<file path="src/rtl/seeg_miso_deskew.sv">
// MISO capture stage: per-line programmable sample delay, MSB-first word deserialisation
// and a single-register valid/ready output beat carrying all lines' words.
module seeg_miso_deskew #(
  parameter int unsigned N_LINES   = 8,
  parameter int unsigned DELAY_W   = 4,
  parameter int unsigned MAX_DELAY = 7,
  parameter int unsigned WORD_BITS = 16
) (
  input  logic                           clk,
  input  logic                           rst,
  input  logic                           cfg_delay_wr,
  input  logic [N_LINES*DELAY_W-1:0]     cfg_delay_data,
  output logic [N_LINES*DELAY_W-1:0]     cfg_delay_q,
  input  logic                           frame_start,
  input  logic                           sample_stb,
  input  logic [N_LINES-1:0]             miso,
  output logic                           m_valid,
  input  logic                           m_ready,
  output logic [N_LINES*WORD_BITS-1:0]   m_data,
  output logic                           overflow,
  input  logic                           clr_overflow,
  output logic                           busy
);

  localparam int unsigned CntW = (WORD_BITS > 1) ? $clog2(WORD_BITS) : 1;
  localparam logic [CntW-1:0] CntLast = CntW'(WORD_BITS - 1);
  localparam logic [DELAY_W-1:0] DelayMax = DELAY_W'(MAX_DELAY);
  localparam logic [MAX_DELAY:0] StbEarlyMask = {1'b0, {MAX_DELAY{1'b1}}};

  logic [N_LINES*DELAY_W-1:0]   pend_q, pend_d;
  logic [N_LINES*DELAY_W-1:0]   act_q, act_d;
  logic [N_LINES-1:0]           miso_r_q;
  logic [MAX_DELAY:0]           stb_p_q, stb_p_d;
  logic [N_LINES*WORD_BITS-1:0] sh_q, sh_d, sh_cap;
  logic [CntW-1:0]              cnt_q, cnt_d;
  logic                         valid_q, valid_d;
  logic [N_LINES*WORD_BITS-1:0] data_q, data_d;
  logic                         ovf_q, ovf_d;
  logic [N_LINES-1:0]           cap;
  logic                         adv, complete;

  // Per-line strobe tap, selected by the clamped active delay.
  for (genvar gi = 0; gi < N_LINES; gi++) begin : g_line
    logic [DELAY_W-1:0] dly_raw, dly;
    logic               cap_l;
    assign dly_raw = act_q[gi*DELAY_W +: DELAY_W];
    assign dly     = (dly_raw > DelayMax) ? DelayMax : dly_raw;
    always_comb begin
      cap_l = 1'b0;
      for (int unsigned k = 0; k <= MAX_DELAY; k++) begin
        if (dly == DELAY_W'(k)) cap_l = stb_p_q[k];
      end
    end
    assign cap[gi] = cap_l;
  end

  always_comb begin
    pend_d = cfg_delay_wr ? cfg_delay_data : pend_q;
    act_d  = frame_start ? pend_d : act_q;

    stb_p_d[0] = sample_stb;
    for (int unsigned k = 1; k <= MAX_DELAY; k++) stb_p_d[k] = stb_p_q[k-1];

    sh_cap = sh_q;
    for (int unsigned i = 0; i < N_LINES; i++) begin
      if (cap[i]) begin
        sh_cap[i*WORD_BITS +: WORD_BITS] = {sh_q[i*WORD_BITS +: WORD_BITS-1], miso_r_q[i]};
      end
    end
    sh_d = sh_cap;

    // By the last pipeline stage every line has captured its bit.
    adv      = stb_p_q[MAX_DELAY];
    complete = adv && (cnt_q == CntLast);
    cnt_d    = cnt_q;
    if (adv) cnt_d = complete ? '0 : cnt_q + 1'b1;

    if (frame_start) begin
      cnt_d   = '0;
      sh_d    = '0;
      stb_p_d = '0;
    end

    valid_d = valid_q;
    data_d  = data_q;
    ovf_d   = ovf_q;
    if (complete) begin
      if (!valid_q || m_ready) begin
        valid_d = 1'b1;
        data_d  = sh_cap;
      end
    end else if (valid_q && m_ready) begin
      valid_d = 1'b0;
    end

    if (complete && valid_q && !m_ready) begin
      ovf_d = 1'b1;
    end else if (clr_overflow) begin
      ovf_d = 1'b0;
    end
  end

  always_ff @(posedge clk or posedge rst) begin
    if (rst) begin
      pend_q   <= '0;
      act_q    <= '0;
      miso_r_q <= '0;
      stb_p_q  <= '0;
      sh_q     <= '0;
      cnt_q    <= '0;
      valid_q  <= 1'b0;
      data_q   <= '0;
      ovf_q    <= 1'b0;
    end else begin
      pend_q   <= pend_d;
      act_q    <= act_d;
      miso_r_q <= miso;
      stb_p_q  <= stb_p_d;
      sh_q     <= sh_d;
      cnt_q    <= cnt_d;
      valid_q  <= valid_d;
      data_q   <= data_d;
      ovf_q    <= ovf_d;
    end
  end

  assign cfg_delay_q = act_q;
  assign m_valid     = valid_q;
  assign m_data      = data_q;
  assign overflow    = ovf_q;
  assign busy        = (cnt_q != '0) || (|stb_p_q);

  // Strobes closer than MAX_DELAY+1 clocks would overlap in the strobe pipeline.
  stb_spacing_a: assert property (@(posedge clk) disable iff (rst)
    sample_stb |-> ((stb_p_q & StbEarlyMask) == '0));

endmodule

</file>
<file path="config.mk">
export PLATFORM = sky130hd
export DESIGN_NAME = seeg_miso_deskew
export DESIGN_NICKNAME = d
export VERILOG_FILES = /design/src/rtl/seeg_miso_deskew.sv
export SDC_FILE = /design/constraint.sdc
export NUM_CORES = 1
export LEC_CHECK = 0
export CAP_MARGIN = 15
export CORE_UTILIZATION = 50
export CTS_CLUSTER_DIAMETER = 50
export DETAILED_ROUTE_END_ITERATION = 6
export PLACE_DENSITY = 0.76
export SETUP_SLACK_MARGIN = 0.5
export SLEW_MARGIN = 20
export SYNTH_ARGS = -nofsm -noshare
export SYNTH_HDL_FRONTEND = slang
export SYNTH_SLANG_ARGS = --single-unit
export TNS_END_PERCENT = 5
</file>
<file path="constraint.sdc">
create_clock -name clk -period 11.89 [get_ports clk]
set_input_delay 2.378 -clock clk [delete_from_list [all_inputs] [get_ports clk]]
set_output_delay 2.378 -clock clk [all_outputs]
set_load 0.05 [all_outputs]
</file>
**After elaboration in Yosys (flattened, before gate mapping)**

Index checks and enable logic that the tools add are counted.

- Logic and storage cells: 190
- Bits of input ports: 47
- Bits in registers: 342
- Output and inout bits: 163

- Equality and inequality tests: 58
- Multiplexer cells: 91
- Reduce and logical (&&, ||, !) cells: 23
- Add/sub/neg operators: 1
- Order comparisons: 8

Operators with widths:

| cell | number |
|---|---|
| 4-bit by 3-bit == test with 1-bit output, second input constant | 32 |
| 128-bit 2-to-1 mux | 1 |
| 16-bit 2-to-1 mux | 8 |
| 1-bit 2-to-1 mux | 69 |
| 4-bit by 2-bit == test with 1-bit output, second input constant | 16 |
| 4-bit 2-to-1 mux | 11 |
| 4-bit by 1-bit == test with 1-bit output, second input constant | 8 |
| 4-bit by 3-bit > comparator with 1-bit output, second input constant | 8 |
| 4-bit zero test | 8 |
| 32-bit 2-to-1 mux | 1 |
| 8-bit 2-to-1 mux | 1 |
| 8-bit OR reduction | 1 |
| 2-bit nonzero test | 3 |
| 4-bit by 1-bit adder with 4-bit output, second input constant | 1 |
| 4-bit == test, second input constant | 1 |
| 1-bit logical AND | 4 |
| 2-bit AND reduction | 2 |
| 4-bit nonzero test | 1 |
| 1-bit zero test | 2 |
| 1-bit logical OR | 2 |
| 2-bit by 1-bit != test with 1-bit output, second input constant | 1 |

**Depth between registers and ports, before layout**

- Depth after elaboration: 13
- Mapped depth: 9
- Depth with buffers taken out: 6

**Worst setup path before layout**

OpenSTA, ideal clock, no wires.

- Path kind: reg2out
- Start point: register stb_p_q[7]
- End point: output busy
- Required time: 9512 ps
- Path buffers: 3
- Path slack: 7862 ps
- Data arrival time: 1650 ps
- Stages on the path, launching flop included: 6
- Cells stage by stage: dfrtp_1 > buf_2 > clkbuf_1 > clkbuf_1 > nor4_1 > nand3_1

- Word-level cells in the longest chain between the ends: 2

Ends and longest elaborated chain:

| element | RTL line | RTL |
|---|---|---|
| from (decl) | 33 | `logic [MAX_DELAY:0] stb_p_q, stb_p_d;` |
| from (signal assigned) | 118 | `stb_p_q <= stb_p_d;` |
| 8-bit OR reduction | 131 | `assign busy = (cnt_q != '0) \|\| (\|stb_p_q);` |
| 1-bit logical OR | 131 |  |
| to (decl) | 22 | `output logic busy` |

Every way passes these cells.

**Worst setup path in the final report**

Same ends and word-level chain as after synthesis.

==> flow_metrics.env <==
export IMPL_nets=1839
export IMPL_floorplan_rows=67
export IMPL_clk_pin_slew_ns=0.06
export IMPL_chipHeight_um=186
export IMPL_path_class="reg2out"
export IMPL_rsz0062_at_grt="false"
export IMPL_grt_total_usage_pct=24.9
export IMPL_place_ws_ns=6.84
export IMPL_pwr_share_seq_pct=44.1
export IMPL_detail_route_vias_per_cell=6.09
export IMPL_startpoint_type="flip-flop"
export IMPL_antenna_found_initial=2
export IMPL_grt_overflow=0
export IMPL_synth_area_mm2=0.0169
export IMPL_grt_first_pass_wirelength_mm=69.6
export IMPL_cts_tree="done"
export IMPL_setup_tns_ns=0
export IMPL_p_leak_nw=8.31
export IMPL_core_region_area_mm2=0.0334
export IMPL_portBuffers=209
export IMPL_htreeDepth=2
export IMPL_p_sw_share_pct=27.6
export IMPL_clockBufferDepth=3
export IMPL_io_pins=210
export IMPL_grt_util_met3_pct=4.91
export IMPL_cts_buffers=40
export IMPL_initial_core_util_pct=50.6
export IMPL_routedWlPerCell_um=18.9
export IMPL_ys_warn_count=0
export IMPL_period_share_pct=41.6
export IMPL_fin_ws_ns=6.95
export IMPL_slew_headroom_pct=29.6
export IMPL_finalHoldViolCount=0
export IMPL_grt_met1_usage_pct=34.0
export IMPL_ctsResizeCount=0
export IMPL_min_period_ns=4.94
export IMPL_tightest_slew_ns=1.06
export IMPL_finClkSkew_ns=0.0219
export IMPL_clk_latency_ns=0.53
export IMPL_maxCapViolCount=0
export IMPL_num_fill_cells=2706
export IMPL_gp_congestion=0.808
export IMPL_via_count=13817
export IMPL_critPathArrivalTime_ns=2.56
export IMPL_postSynthAreaPerCell_um2=10.1
export IMPL_cp_max_fo=62
export IMPL_final_antenna_net_count=0
export IMPL_pwr_share_comb_pct=13.2
export IMPL_drive_above_1_share_pct=8.14
export IMPL_cts_sinks=342
export IMPL_end_kind="output pin"
export IMPL_synth_edf_count=0
export IMPL_postCtsHoldBufs=0
export IMPL_p_sw_uw=782
export IMPL_syn2layout_area_growth_pct=20.1
export IMPL_yosysSeqAreaShare_pct=50.5
export IMPL_die_x_um=186
export IMPL_die_area_mm2=0.0346
export IMPL_slew_viol_final=0
export IMPL_hold_path_class="reg2reg"
export IMPL_p_int_mw=2.05
export IMPL_powerDensity_mw_per_mm2=139
export IMPL_max_vdd_ir_drop_mv=0.0967
export IMPL_cp_required_ns=9.51
export IMPL_status="finished clean"
export IMPL_grt_pass1_vias=13396
export IMPL_synthArstFlopShare_pct=100
export IMPL_ys_ff_latch=342
export IMPL_setup_violations=0
export IMPL_netlist_instances=1681
export IMPL_fmax_mhz=202
export IMPL_synthDistinctLibCells=63
export IMPL_post_dp_hpwl_mm=25.5
export IMPL_dr_pass1_iters=5
export IMPL_gr_usage_met2_pct=39.7
export IMPL_routed_wl_mm=42.9
export IMPL_drtIter0Drc=1222
export IMPL_grt_max_degree=187
export IMPL_drc=0
export IMPL_syn_nets=1730
export IMPL_cts_root_buf="clkbuf_16"
export IMPL_clockPowerShare_pct=42.7
export IMPL_grt_busiest_layer="met2"
export IMPL_post_cts_setup_buffers=0
export IMPL_synth_flop_cell="dfrtp_1"
## cell families (layout without fill, tap and decap cells)
family          Yosys count  after routing  share of synthesized area, %
simple gates            537            537                          14.7
compound gates          449            449                          18.5
flops                   342            342                          50.5
mux                     187            187                          11.8
buf+inv                 163            300                          4.31
fa+ha+maj                 2              2                         0.148
xor+xnor                  1              1                        0.0517
other cells               0              1                             0
## flip-flops by register name (all words and copies together) (netlist names)
signal,count
m_data,128
stb_p_q,8
miso_r_q,8
cnt_q,4
cfg_delay_q,32
m_valid,1
overflow,1
sh_q,128
pend_q,32
## metrics by stage
step | hold slack [ns] | power (mW) | utilization (%) | area (µm²) | std cells
floorplan | 0.449 | 1.54 | - | 16900 | 1681
CTS | 0.477 | 2.85 | 60.7 | 20300 | 2265
global placement | 0.459 | 1.63 | 56.8 | 19000 | 2195
global route | 0.493 | 2.93 | 60.8 | 20300 | 2266
detailed placement | 0.465 | 1.64 | 56.8 | 19000 | 2195
finish | 0.475 | 2.83 | 60.8 | 20300 | 2267
## worst max-delay path, cell delays in order (launching register included)
cell             delay [ns]
dfrtp_4                0.91
nor4_1                 0.14
nand3_1                0.10
clkdlybuf4s50_1        0.87
## worst paths after layout
| check | start | slack [ns] | end | cells after the start |
|---|---|---|---|---|
| min in group asynchronous | rst | 2.42 | m_data[12]$_DFFE_PP0P_ | 3 |
| worst min-delay path | pend_q[6]$_DFF_PP0_ | 0.47 | pend_q[6]$_DFF_PP0_ | 1 |
| worst max-delay path | stb_p_q[7]$_DFF_PP0_ | 6.95 | busy | 3 |
| worst min register to register | pend_q[6]$_DFF_PP0_ | 0.47 | pend_q[6]$_DFF_PP0_ | 1 |
| max in group asynchronous | rst | 7.96 | m_data[89]$_DFFE_PP0P_ | 5 |
| worst max register to register | stb_p_q[7]$_DFF_PP0_ | 8.44 | m_data[103]$_DFFE_PP0P_ | 6 |
## synth_stat cells, drive strengths merged (3+ instances only)
cell type | n | area [µm²]
a31oi | 26 | 229
and2 | 5 | 31.3
a21oi | 87 | 439
buf | 52 | 313
mux4 | 4 | 90.1
nand2b | 27 | 169
a32oi | 3 | 63.8
inv | 10 | 37.5
or3 | 49 | 307
mux2i | 120 | 1200
mux2 | 63 | 709
o21ai | 91 | 467
a2bb2oi | 16 | 140
o211ai | 32 | 240
or2 | 5 | 31.3
a221oi | 32 | 280
clkbuf | 99 | 372
a211o | 15 | 131
nor2 | 157 | 592
dfrtp | 342 | 8560
a22oi | 66 | 495
nand3 | 97 | 485
a31o | 3 | 26.3
o31ai | 64 | 480
nor2b | 12 | 75.1
nor3 | 33 | 165
nand2 | 138 | 521
o221ai | 7 | 67.6
## cell type report
class	count	area [µm²]	area share (%)
Clock buffer	52	1110	5.44
Sequential cell	342	8560	42.1
Inverter	12	48.8	0.240
Multi-Input combinational cell	1176	7660	37.7
Clock inverter	18	195	0.960
Timing Repair Buffer	218	2200	10.8
Tap cell	448	561	2.76
Antenna cell	1	2.50	0.0123
## layer usage
layer	share of wire, %	vias to the layer above	wire length, µm
met5	0.026	-	11
met4	2.9	2	1240
met3	6.0	78	2560
met2	48	427	20400
met1	44	6933	18700
li1	-	6377	-
## power by group through the flow
stage,clock network [mW],logic [mW],registers [mW]
floorplan,0,0.247,1.30
global placement,0,0.365,1.27
detailed placement,0,0.371,1.27
CTS,1.23,0.373,1.25
global route,1.28,0.401,1.25
finish,1.21,0.373,1.25
## cell usage in the layout, fill, tap and decap left out, types with 4 or more instances in the layout
master / Yosys / layout
o21ai_0: 79 / 79
mux2i_1: 120 / 120
mux2_1: 23 / 23
a31oi_4: 4 / 4
o221ai_1: 6 / 6
nand3_1: 97 / 97
a22oi_1: 66 / 66
clkbuf_8: 0 / 4
nand2b_1: 27 / 27
o31ai_1: 64 / 64
or2_2: 4 / 4
mux2_2: 40 / 40
clkbuf_16: 0 / 41
dfrtp_1: 342 / 341
clkdlybuf4s50_1: 0 / 207
a2bb2oi_1: 16 / 16
mux4_2: 4 / 4
a211o_1: 15 / 15
inv_1: 10 / 9
nor2b_1: 12 / 12
clkinvlp_4: 0 / 4
a31oi_1: 21 / 21
nand2_1: 137 / 136
and2_2: 0 / 5
nor3_1: 33 / 33
a21oi_1: 86 / 85
o211ai_1: 32 / 32
a221oi_1: 32 / 32
clkbuf_1: 99 / 7
nor2_1: 156 / 156
buf_4: 1 / 6
o21ai_1: 11 / 11
clkinv_2: 0 / 6
or3_1: 49 / 49
Note: power is estimated with default switching activity, not from simulation.
